## config.mk

```make
export PLATFORM = sky130hd
export DESIGN_NAME = bin_to_bcd_seq
export DESIGN_NICKNAME = d
export VERILOG_FILES = /design/src/rtl/bcd_pkg.sv /design/src/rtl/bcd_add3.sv /design/src/rtl/bin_to_bcd_seq.sv
export SDC_FILE = /design/constraint.sdc
export NUM_CORES = 1
export LEC_CHECK = 0
export ABC_AREA = 1
export ABC_CLOCK_PERIOD_IN_PS = 1200
export CORE_UTILIZATION = 45
export CTS_CLUSTER_DIAMETER = 50
export DETAILED_ROUTE_END_ITERATION = 7
export PLACE_DENSITY = 0.7
export SKIP_CTS_REPAIR_TIMING = 1
export SLEW_MARGIN = 20
export SYNTH_ARGS = -nofsm -noshare
export SYNTH_HDL_FRONTEND = slang
export SYNTH_SLANG_ARGS = --single-unit
```

## constraint.sdc

```tcl
create_clock -name CLK_IN -period 1.2 [get_ports CLK_IN]
set_input_delay 0.3 -clock CLK_IN [delete_from_list [all_inputs] [get_ports CLK_IN]]
set_output_delay 0.3 -clock CLK_IN [all_outputs]
set_load 0.02 [all_outputs]
```

## src/rtl/bcd_pkg.sv

```systemverilog
// Shared definitions for the sequential binary-to-BCD converter.
//   BCD_DIGIT_W    : bits per BCD digit
//   ADD3_THRESHOLD : digit value at or above which double dabble adds 3
//   bcd_state_e    : converter FSM state encoding (ST_IDLE, ST_SHIFT)
package bcd_pkg;

    localparam int unsigned BCD_DIGIT_W    = 4;
    localparam logic [3:0]  ADD3_THRESHOLD = 4'd5;

    typedef enum logic {
        ST_IDLE  = 1'b0,
        ST_SHIFT = 1'b1
    } bcd_state_e;

endpackage

```

## src/rtl/bcd_add3.sv

```systemverilog
// Single-digit double-dabble adjust: digits of 5..9 get +3 so that the following
// left shift carries correctly into the next decimal digit.
//   digit_i : current BCD scratch digit
//   digit_o : adjusted digit (digit_i >= 5 ? digit_i + 3 : digit_i)
module bcd_add3
    import bcd_pkg::*;
(
    input  logic [BCD_DIGIT_W-1:0] digit_i,
    output logic [BCD_DIGIT_W-1:0] digit_o
);

    // Inputs never exceed 9, so the sum stays <= 12 and needs no carry out.
    always_comb begin
        if (digit_i >= ADD3_THRESHOLD) begin
            digit_o = digit_i + 4'd3;
        end else begin
            digit_o = digit_i;
        end
    end

endmodule

```

## src/rtl/bin_to_bcd_seq.sv

```systemverilog
// Sequential binary-to-BCD converter (shift-and-add-3), one input bit per clock.
// Ports:
//   CLK_IN  : clock, rising-edge active
//   RST     : synchronous active-high reset
//   START   : conversion request, sampled only while idle
//   BIN_IN  : binary operand, latched on the accepting edge
//   BUSY    : conversion in progress
//   DONE    : one-cycle pulse when BCD_OUT/BLANK update
//   BCD_OUT : result, digit k at [4k+3:4k], digit 0 least significant
//   BLANK   : bit k high when digit k is a leading zero (bit 0 always low)
module bin_to_bcd_seq
    import bcd_pkg::*;
#(
    parameter int unsigned WIDTH  = 8,
    parameter int unsigned DIGITS = 3
) (
    input  logic                          CLK_IN,
    input  logic                          RST,
    input  logic                          START,
    input  logic [WIDTH-1:0]              BIN_IN,
    output logic                          BUSY,
    output logic                          DONE,
    output logic [BCD_DIGIT_W*DIGITS-1:0] BCD_OUT,
    output logic [DIGITS-1:0]             BLANK
);

    localparam int unsigned BCD_W = BCD_DIGIT_W * DIGITS;
    localparam int unsigned CNT_W = $clog2(WIDTH + 1);

    // All digits except the least significant one blanked, so zero shows "0".
    localparam logic [DIGITS-1:0] BLANK_RST = ~(DIGITS'(1));

    bcd_state_e         state_q;
    logic [WIDTH-1:0]   shift_q;
    logic [WIDTH-1:0]   shift_d;
    logic [BCD_W-1:0]   scratch_q;
    logic [BCD_W-1:0]   scratch_d;
    logic [BCD_W-1:0]   adjusted;
    logic [CNT_W-1:0]   cnt_q;
    logic               busy_q;
    logic               done_q;
    logic [BCD_W-1:0]   bcd_q;
    logic [DIGITS-1:0]  blank_q;
    logic [DIGITS-1:0]  blank_d;

    // Per-digit add-3 adjust ahead of the shift.
    for (genvar k = 0; k < DIGITS; k++) begin : g_add3
        bcd_add3 u_add3 (
            .digit_i (scratch_q[BCD_DIGIT_W*k +: BCD_DIGIT_W]),
            .digit_o (adjusted[BCD_DIGIT_W*k +: BCD_DIGIT_W])
        );
    end

    // Shift {adjusted, shift_q} left by one: shift_q MSB enters the scratch LSB.
    always_comb begin
        scratch_d = {adjusted[BCD_W-2:0], shift_q[WIDTH-1]};
        shift_d   = {shift_q[WIDTH-2:0], 1'b0};
    end

    // Leading-zero flags from the post-shift scratch, scanned from the top digit down.
    always_comb begin
        logic nz;
        nz      = 1'b0;
        blank_d = '0;
        for (int k = int'(DIGITS) - 1; k >= 0; k--) begin
            nz         = nz | (scratch_d[BCD_DIGIT_W*k +: BCD_DIGIT_W] != '0);
            blank_d[k] = ~nz;
        end
        blank_d[0] = 1'b0;
    end

    always_ff @(posedge CLK_IN) begin
        if (RST) begin
            state_q   <= ST_IDLE;
            shift_q   <= '0;
            scratch_q <= '0;
            cnt_q     <= '0;
            busy_q    <= 1'b0;
            done_q    <= 1'b0;
            bcd_q     <= '0;
            blank_q   <= BLANK_RST;
        end else begin
            done_q <= 1'b0;
            unique case (state_q)
                ST_IDLE: begin
                    if (START) begin
                        shift_q   <= BIN_IN;
                        scratch_q <= '0;
                        cnt_q     <= CNT_W'(WIDTH);
                        busy_q    <= 1'b1;
                        state_q   <= ST_SHIFT;
                    end
                end
                ST_SHIFT: begin
                    scratch_q <= scratch_d;
                    shift_q   <= shift_d;
                    cnt_q     <= cnt_q - 1'b1;
                    if (cnt_q == CNT_W'(1)) begin
                        bcd_q   <= scratch_d;
                        blank_q <= blank_d;
                        done_q  <= 1'b1;
                        busy_q  <= 1'b0;
                        state_q <= ST_IDLE;
                    end
                end
                default: begin
                    state_q <= ST_IDLE;
                    busy_q  <= 1'b0;
                end
            endcase
        end
    end

    assign BUSY    = busy_q;
    assign DONE    = done_q;
    assign BCD_OUT = bcd_q;
    assign BLANK   = blank_q;

endmodule

```

======== After elaboration in Yosys (flattened, before gate mapping) ========
Index checks and enable logic that the tools add are counted.
storage, ports and cells
  bits in registers ....................... 41
  bits of input ports ..................... 11
  output and inout port bits .............. 17
  logic and storage cells ................. 43
cells by class
  add/subtract/negate cells ............... 4
  magnitude comparators ................... 3
  eq/ne operators ......................... 3
  muxes and demuxes ....................... 16
  bitwise gates (word level) .............. 4
  reductions and logical operators ........ 5
operators with widths
  cell                   number
  $pmux W12 S2           1
  $pmux W8 S2            1
  $ge A4 B3 Y1 const B   3
  $mux W12               1
  $mux W4                3
  $add A4 B2 Y4 const B  2
  $mux W8                1
  $pmux W4 S2            1
  $reduce_bool A4 Y1     2
  $mux W1                5
  $eq A4 B1 Y1 const B   1
  $pmux W1 S2            2
  $reduce_and A2 Y1      2
  $sub A4 B1 Y4 const B  1
  $add A3 B2 Y3 const B  1
  $mux W3                1
  $not A1 Y1             3
  $ne A2 B1 Y1 const B   1
  $ne A2 B2 Y1 const B   1
  $reduce_or A2 Y1       1
  $or A1 B1 Y1           1

======== Longest topological paths before layout ========
  depth in word-level cells ............... 5
  depth in mapped cells ................... 11
  mapped depth without buffers ............ 11

======== Modules after synthesis ========
Synthesis repeated with hierarchy kept, for this count alone.
unflattened totals
  cells, all modules ...................... 291
  area total of the unflattened synthesis .. 2016.9 sq um
modules (own cells, without submodules)
  module          instances  cells each  area each (sq um)  sequential area each (sq um)
  bin_to_bcd_seq  1          222         1611.5             820.8
  bcd_add3        3          23          135.1              0.0

======== Worst setup path before layout ========
Ideal clock, no wire load.
  path type ............................... register -> register
  start point ............................. register scratch_q[4]
  end point ............................... register blank_q[1], in the netlist BLANK[1]
  setup time .............................. 0.058 ns
  arrival ................................. 1.240 ns
  required time ........................... 1.142 ns
  slack ................................... -0.098 ns
  stages on the path, launching flop included .. 12
  path buffers ............................ 0
  period minus slack after synthesis ...... 1.298 ns
  path through ............................ dfxtp_1 inv_1 ha_1 inv_1 nand2_1 nand3_1 nand2_1 nand2_1 nand2_1 nor2_1 nand2_1 nand2_1
on the way
  word-level cells in the longest chain between the ends .. 5
  elaborated cells between the ends (all ways) .. 7
  classes of those cells .................. add/sub (1); order compare (1); mux (1); bitwise (2); reduce/logical (2)
ends and longest elaborated chain
  what                                                  RTL line                        RTL
  from (decl)                                           bin_to_bcd_seq.sv:36            logic [BCD_W-1:0] scratch_q;
  from (signal assigned)                                bin_to_bcd_seq.sv:95            scratch_q <= scratch_d;
  $add A4 B2 Y4 / $ge A4 B3 Y1 (equally long branches)  bcd_add3.sv:15, bcd_add3.sv:14
  $mux W4 *                                             bcd_add3.sv:14                  if (digit_i >= ADD3_THRESHOLD) begin
  $reduce_bool A4 Y1                                    bin_to_bcd_seq.sv:66            nz = nz | (scratch_d[BCD_DIGIT_W*k +: BCD_DIGIT_W] != '0);
  $or A1 B1 Y1 *                                        bin_to_bcd_seq.sv:66
  $not A1 Y1 *                                          bin_to_bcd_seq.sv:67            blank_d[k] = ~nz;
  to (signal assigned)                                  bin_to_bcd_seq.sv:100           blank_q <= blank_d;
  to (decl)                                             bin_to_bcd_seq.sv:43            logic [DIGITS-1:0] blank_q;
Mark *: on every way between the ends. The rest lies on a longest branch, timed or not.
A chain may end at the register's enable or synchronous reset.

======== Worst setup path after layout ========
  start point ............................. register scratch_q[8]
  end point ............................... register blank_q[1], in the netlist BLANK[1]
on the way
  word-level cells in the longest chain between the ends .. 5
  elaborated cells between the ends (all ways) .. 6
  classes of those cells .................. add/sub (1); order compare (1); mux (1); bitwise (2); reduce/logical (1)
ends and longest elaborated chain
  what                                                  RTL line
  $ge A4 B3 Y1 / $add A3 B2 Y3 (equally long branches)  bcd_add3.sv:14, bcd_add3.sv:15
  $mux W3 *                                             bcd_add3.sv:14
  $reduce_bool A4 Y1 *                                  bin_to_bcd_seq.sv:66
  $or A1 B1 Y1 *                                        bin_to_bcd_seq.sv:66
  $not A1 Y1 *                                          bin_to_bcd_seq.sv:67
Marks and branches as above.

==> metrics.log <==
INFO  metric vdd_ir_drop_max = 0.749 mV
INFO  metric wl_met1 = 2300 um
INFO  metric grt_first_pass_wirelength = 7420 um
INFO  metric max_cap_viol_count = 0
INFO  metric postLayoutSetupSlackWorst = -0.156 ns
INFO  metric post_synth.cell_area_avg = 7.09 um^2
INFO  metric wire_per_inst = 14.3 um
INFO  metric critical_path_peak_fanout = 5
INFO  metric all_layer_gr_usage = 22.1%
INFO  metric cts-htree-levels = 2
INFO  metric worst_path_max_delay_cell = sky130_fd_sc_hd__dfxtp_2
INFO  metric pin_count = 28
INFO  metric place_ws = -0.279 ns
INFO  metric rsz0062_at_grt = yes
INFO  metric worst-endpoint-arrival = 1.60 ns
INFO  metric area_growth_syn_to_layout = 56.6%
INFO  metric post_synth_inst_count = 271
INFO  metric antenna_cells_inserted = 0
INFO  metric wl_met3 = 201 um
INFO  metric finalHoldViolCount = 0
INFO  metric route.final.wire_length = 5520 um
INFO  metric avgViaCountPerCell = 5.18
INFO  metric placed_cells_incl_taps = 370
INFO  metric clk_root_buffer_cell = sky130_fd_sc_hd__clkbuf_8
INFO  metric yosysSeqAreaShare = 42.7%
INFO  metric layoutNonFillerInstCount = 387
INFO  metric cts-buffers-inserted = 5
INFO  metric core.rowCount = 23
INFO  metric num_vias = 2004
INFO  metric critical_path.cell_chain = inv_2 -> ha_4 -> inv_4 -> nand2_8 -> nand3_4 -> nand2_2 -> nand2_2 -> nand2_2 -> nor2_2 -> nand2_1 -> nand2_1
INFO  metric first_global_vias = 1678
INFO  metric cts_tree = yes
INFO  metric drv_slew = 0
INFO  metric cts-root-to-sink-buffers = 2
INFO  metric final_nets = 356
INFO  metric yosysWarningCount = 0
INFO  metric setup_viols_final = 14
INFO  metric die_height = 67.4 um
INFO  metric clock_latency = 0.29 ns
INFO  metric drt.antenna.violating_nets = 0
INFO  metric netlist.area_leader.share = 42.7%
INFO  metric dr.max_layer_used = met4
INFO  metric post-dp-hpwl = 3190 um
INFO  metric layout_min_cycle_time = 1.36 ns
INFO  metric globalRouteOverflowTotal = 0
INFO  metric failing_checks = negative setup slack
INFO  metric floorplan.die_area = 4540 um^2
INFO  metric met2_wirelength = 2910 um
INFO  metric final.period_utilization = 113%
INFO  metric grt_start_max_net_pins = 18
INFO  metric drc = 0
INFO  metric synth_area = 1920 um^2
INFO  metric fmax = 0.737 GHz
INFO  metric final.setup_skew = 0.0107 ns
INFO  metric critPathKind = reg -> reg
INFO  metric totalPowerFinal = 2.88 mW
INFO  metric worst_path_largest_cell_delay = 0.37 ns
INFO  metric power.density_cell_area = 958 nW/um^2
INFO  metric initial_cell_density_of_the_core = 47.4%
INFO  metric start_kind = register
INFO  metric power.static_leakage = 1.56 nW
INFO  metric cpMostUsedCell = sky130_fd_sc_hd__nand2_2
INFO  metric worst-endpoint-required = 1.44 ns
INFO  metric clkSinkCount = 41
INFO  metric critical_path.endpoint_type = register
INFO  metric worst_setup_hold_path_clk_slew = 0.08 ns
INFO  metric setup-tns-final = -0.903 ns
INFO  metric core_area = 4060 um^2
INFO  metric synth_area_leaders = sky130_fd_sc_hd__dfxtp_1, sky130_fd_sc_hd__nand2_1, sky130_fd_sc_hd__nand3_1
INFO  metric synth_cell_type_count = 23
INFO  metric synth_area_leader = sky130_fd_sc_hd__dfxtp_1
INFO  metric share_of_final_layout_standard_cells_stronger_than_drive_strength_1 = 39.5%
INFO  metric count_of_buffers_from_port_buffering = 26
INFO  metric postSynthRegisterBits = 41
INFO  metric antenna_found_initial = 0
INFO  metric die_width = 67.4 um
INFO  metric fin_worst_hold_slack = 0.464 ns
INFO  metric first_pass_iters = 4
INFO  metric drt_iter0_drc = 169
INFO  metric class_of_the_tightest_hold_or_removal_check = reg -> reg
INFO  metric run_status = complete, but fails checks
INFO  metric mappedNetlistNets = 290
INFO  metric gp_routability_congestion = 0.823
==> synth_stat cells, drive strengths merged <==
cell and n:
nand3 39, nor2 11, ha 8, inv 35, nand2 71, dfxtp 41
a21oi 19, nand4 6, o211ai 2, clkbuf 2, or2 1, a22oi 2
a211oi 1, a31oi 2, buf 10, nor3 2, conb 1, o21ai 18
==> metal layers <==
| layer | vias to the layer above | global-route usage (%) |
|---|---|---|
| met2 | 52 | 37.9 |
| met3 | 11 | 4.05 |
| li1 | 1014 | - |
| met5 | - | 0 |
| met1 | 927 | 27.6 |
| met4 | 0 | 7.18 |
==> area by class of cell <==
cell class	count	area (um^2)
Fill cell	305	1050
Clock buffer	5	68.8
Sequential cell	41	838
Timing Repair Buffer	71	642
Tap cell	50	62.6
Inverter	35	149
Clock inverter	2	35.0
Multi-Input combinational cell	183	1210
==> final timing paths <==
path	start	end	slack (ns)	cells past startpoint
max	scratch_q[8]$_SDFFE_PP0P_	BLANK[1]$_SDFFE_PP1P_	-0.16	11
min	shift_q[0]$_SDFFE_PP0P_	shift_q[0]$_SDFFE_PP0P_	0.46	2
max reg2reg	scratch_q[8]$_SDFFE_PP0P_	BLANK[1]$_SDFFE_PP1P_	-0.16	11
min reg2reg	shift_q[0]$_SDFFE_PP0P_	shift_q[0]$_SDFFE_PP0P_	0.46	2
==> sequential cells by signal (all words and copies together) (netlist names) <==
signal and cells:
BLANK 2, cnt_q 4, BUSY 1, shift_q 8, state_q 1, BCD_OUT 12
DONE 1, scratch_q 12
==> critical path: cells and delay by family (launching register included) <==
kind                     cells  cell delay, ns
adder cells (fa/ha/maj)      1            0.16
AND/OR/NAND/NOR              8            0.64
buffers and inverters        2            0.14
flip-flops                   1            0.37
==> logic make-up (layout without fill, tap and decap cells) <==
logic type	after synthesis	after routing	share of synthesized area [%]
AOI/OAI and AO/OA	44	44	12.2
adders and majority gates	8	8	5.21
buffers and inverters	47	113	9.90
DFF	41	41	42.7
other	1	1	0.195
and+or+nand+nor	130	130	29.8
==> power breakdown <==
group	leakage (nW)	switching [mW]	internal [mW]
logic	1.17	0.200	0.162
registers	0.338	0.0320	1.40
clock network	0.0540	0.487	0.605
total	1.56	0.719	2.17
==> through the flow <==
step	util (%)	cell area [um^2]
floorplan	-	1940
global placement	60.7	2460
detailed placement	60.7	2460
CTS	63.3	2570
global route	74.2	3010
finish	74.2	3010
==> cell usage in the layout, fill, tap and decap left out, types with 2 or more instances in the layout <==
master	n
sky130_fd_sc_hd__nand2_1	48
sky130_fd_sc_hd__o211ai_1	2
sky130_fd_sc_hd__o21ai_0	5
sky130_fd_sc_hd__inv_2	7
sky130_fd_sc_hd__nor2_4	2
sky130_fd_sc_hd__nand3_1	32
sky130_fd_sc_hd__nor2_2	2
sky130_fd_sc_hd__nand2_2	15
sky130_fd_sc_hd__a21oi_1	16
sky130_fd_sc_hd__clkbuf_8	5
sky130_fd_sc_hd__o21ai_2	3
sky130_fd_sc_hd__dfxtp_2	8
sky130_fd_sc_hd__o21ai_1	10
sky130_fd_sc_hd__inv_4	7
sky130_fd_sc_hd__nand3_2	5
sky130_fd_sc_hd__buf_4	38
sky130_fd_sc_hd__nand3_4	2
sky130_fd_sc_hd__dfxtp_4	2
sky130_fd_sc_hd__nand4_1	4
sky130_fd_sc_hd__nor2_1	7
sky130_fd_sc_hd__clkbuf_2	6
sky130_fd_sc_hd__a31oi_1	2
sky130_fd_sc_hd__a22oi_1	2
sky130_fd_sc_hd__nand4_4	2
sky130_fd_sc_hd__nand2_4	7
sky130_fd_sc_hd__buf_6	5
sky130_fd_sc_hd__dfxtp_1	31
sky130_fd_sc_hd__a21oi_2	2
sky130_fd_sc_hd__ha_4	6
sky130_fd_sc_hd__inv_1	21
sky130_fd_sc_hd__clkdlybuf4s50_1	10
sky130_fd_sc_hd__dlymetal6s2s_1	10
Power figures use the tool's default switching activity.
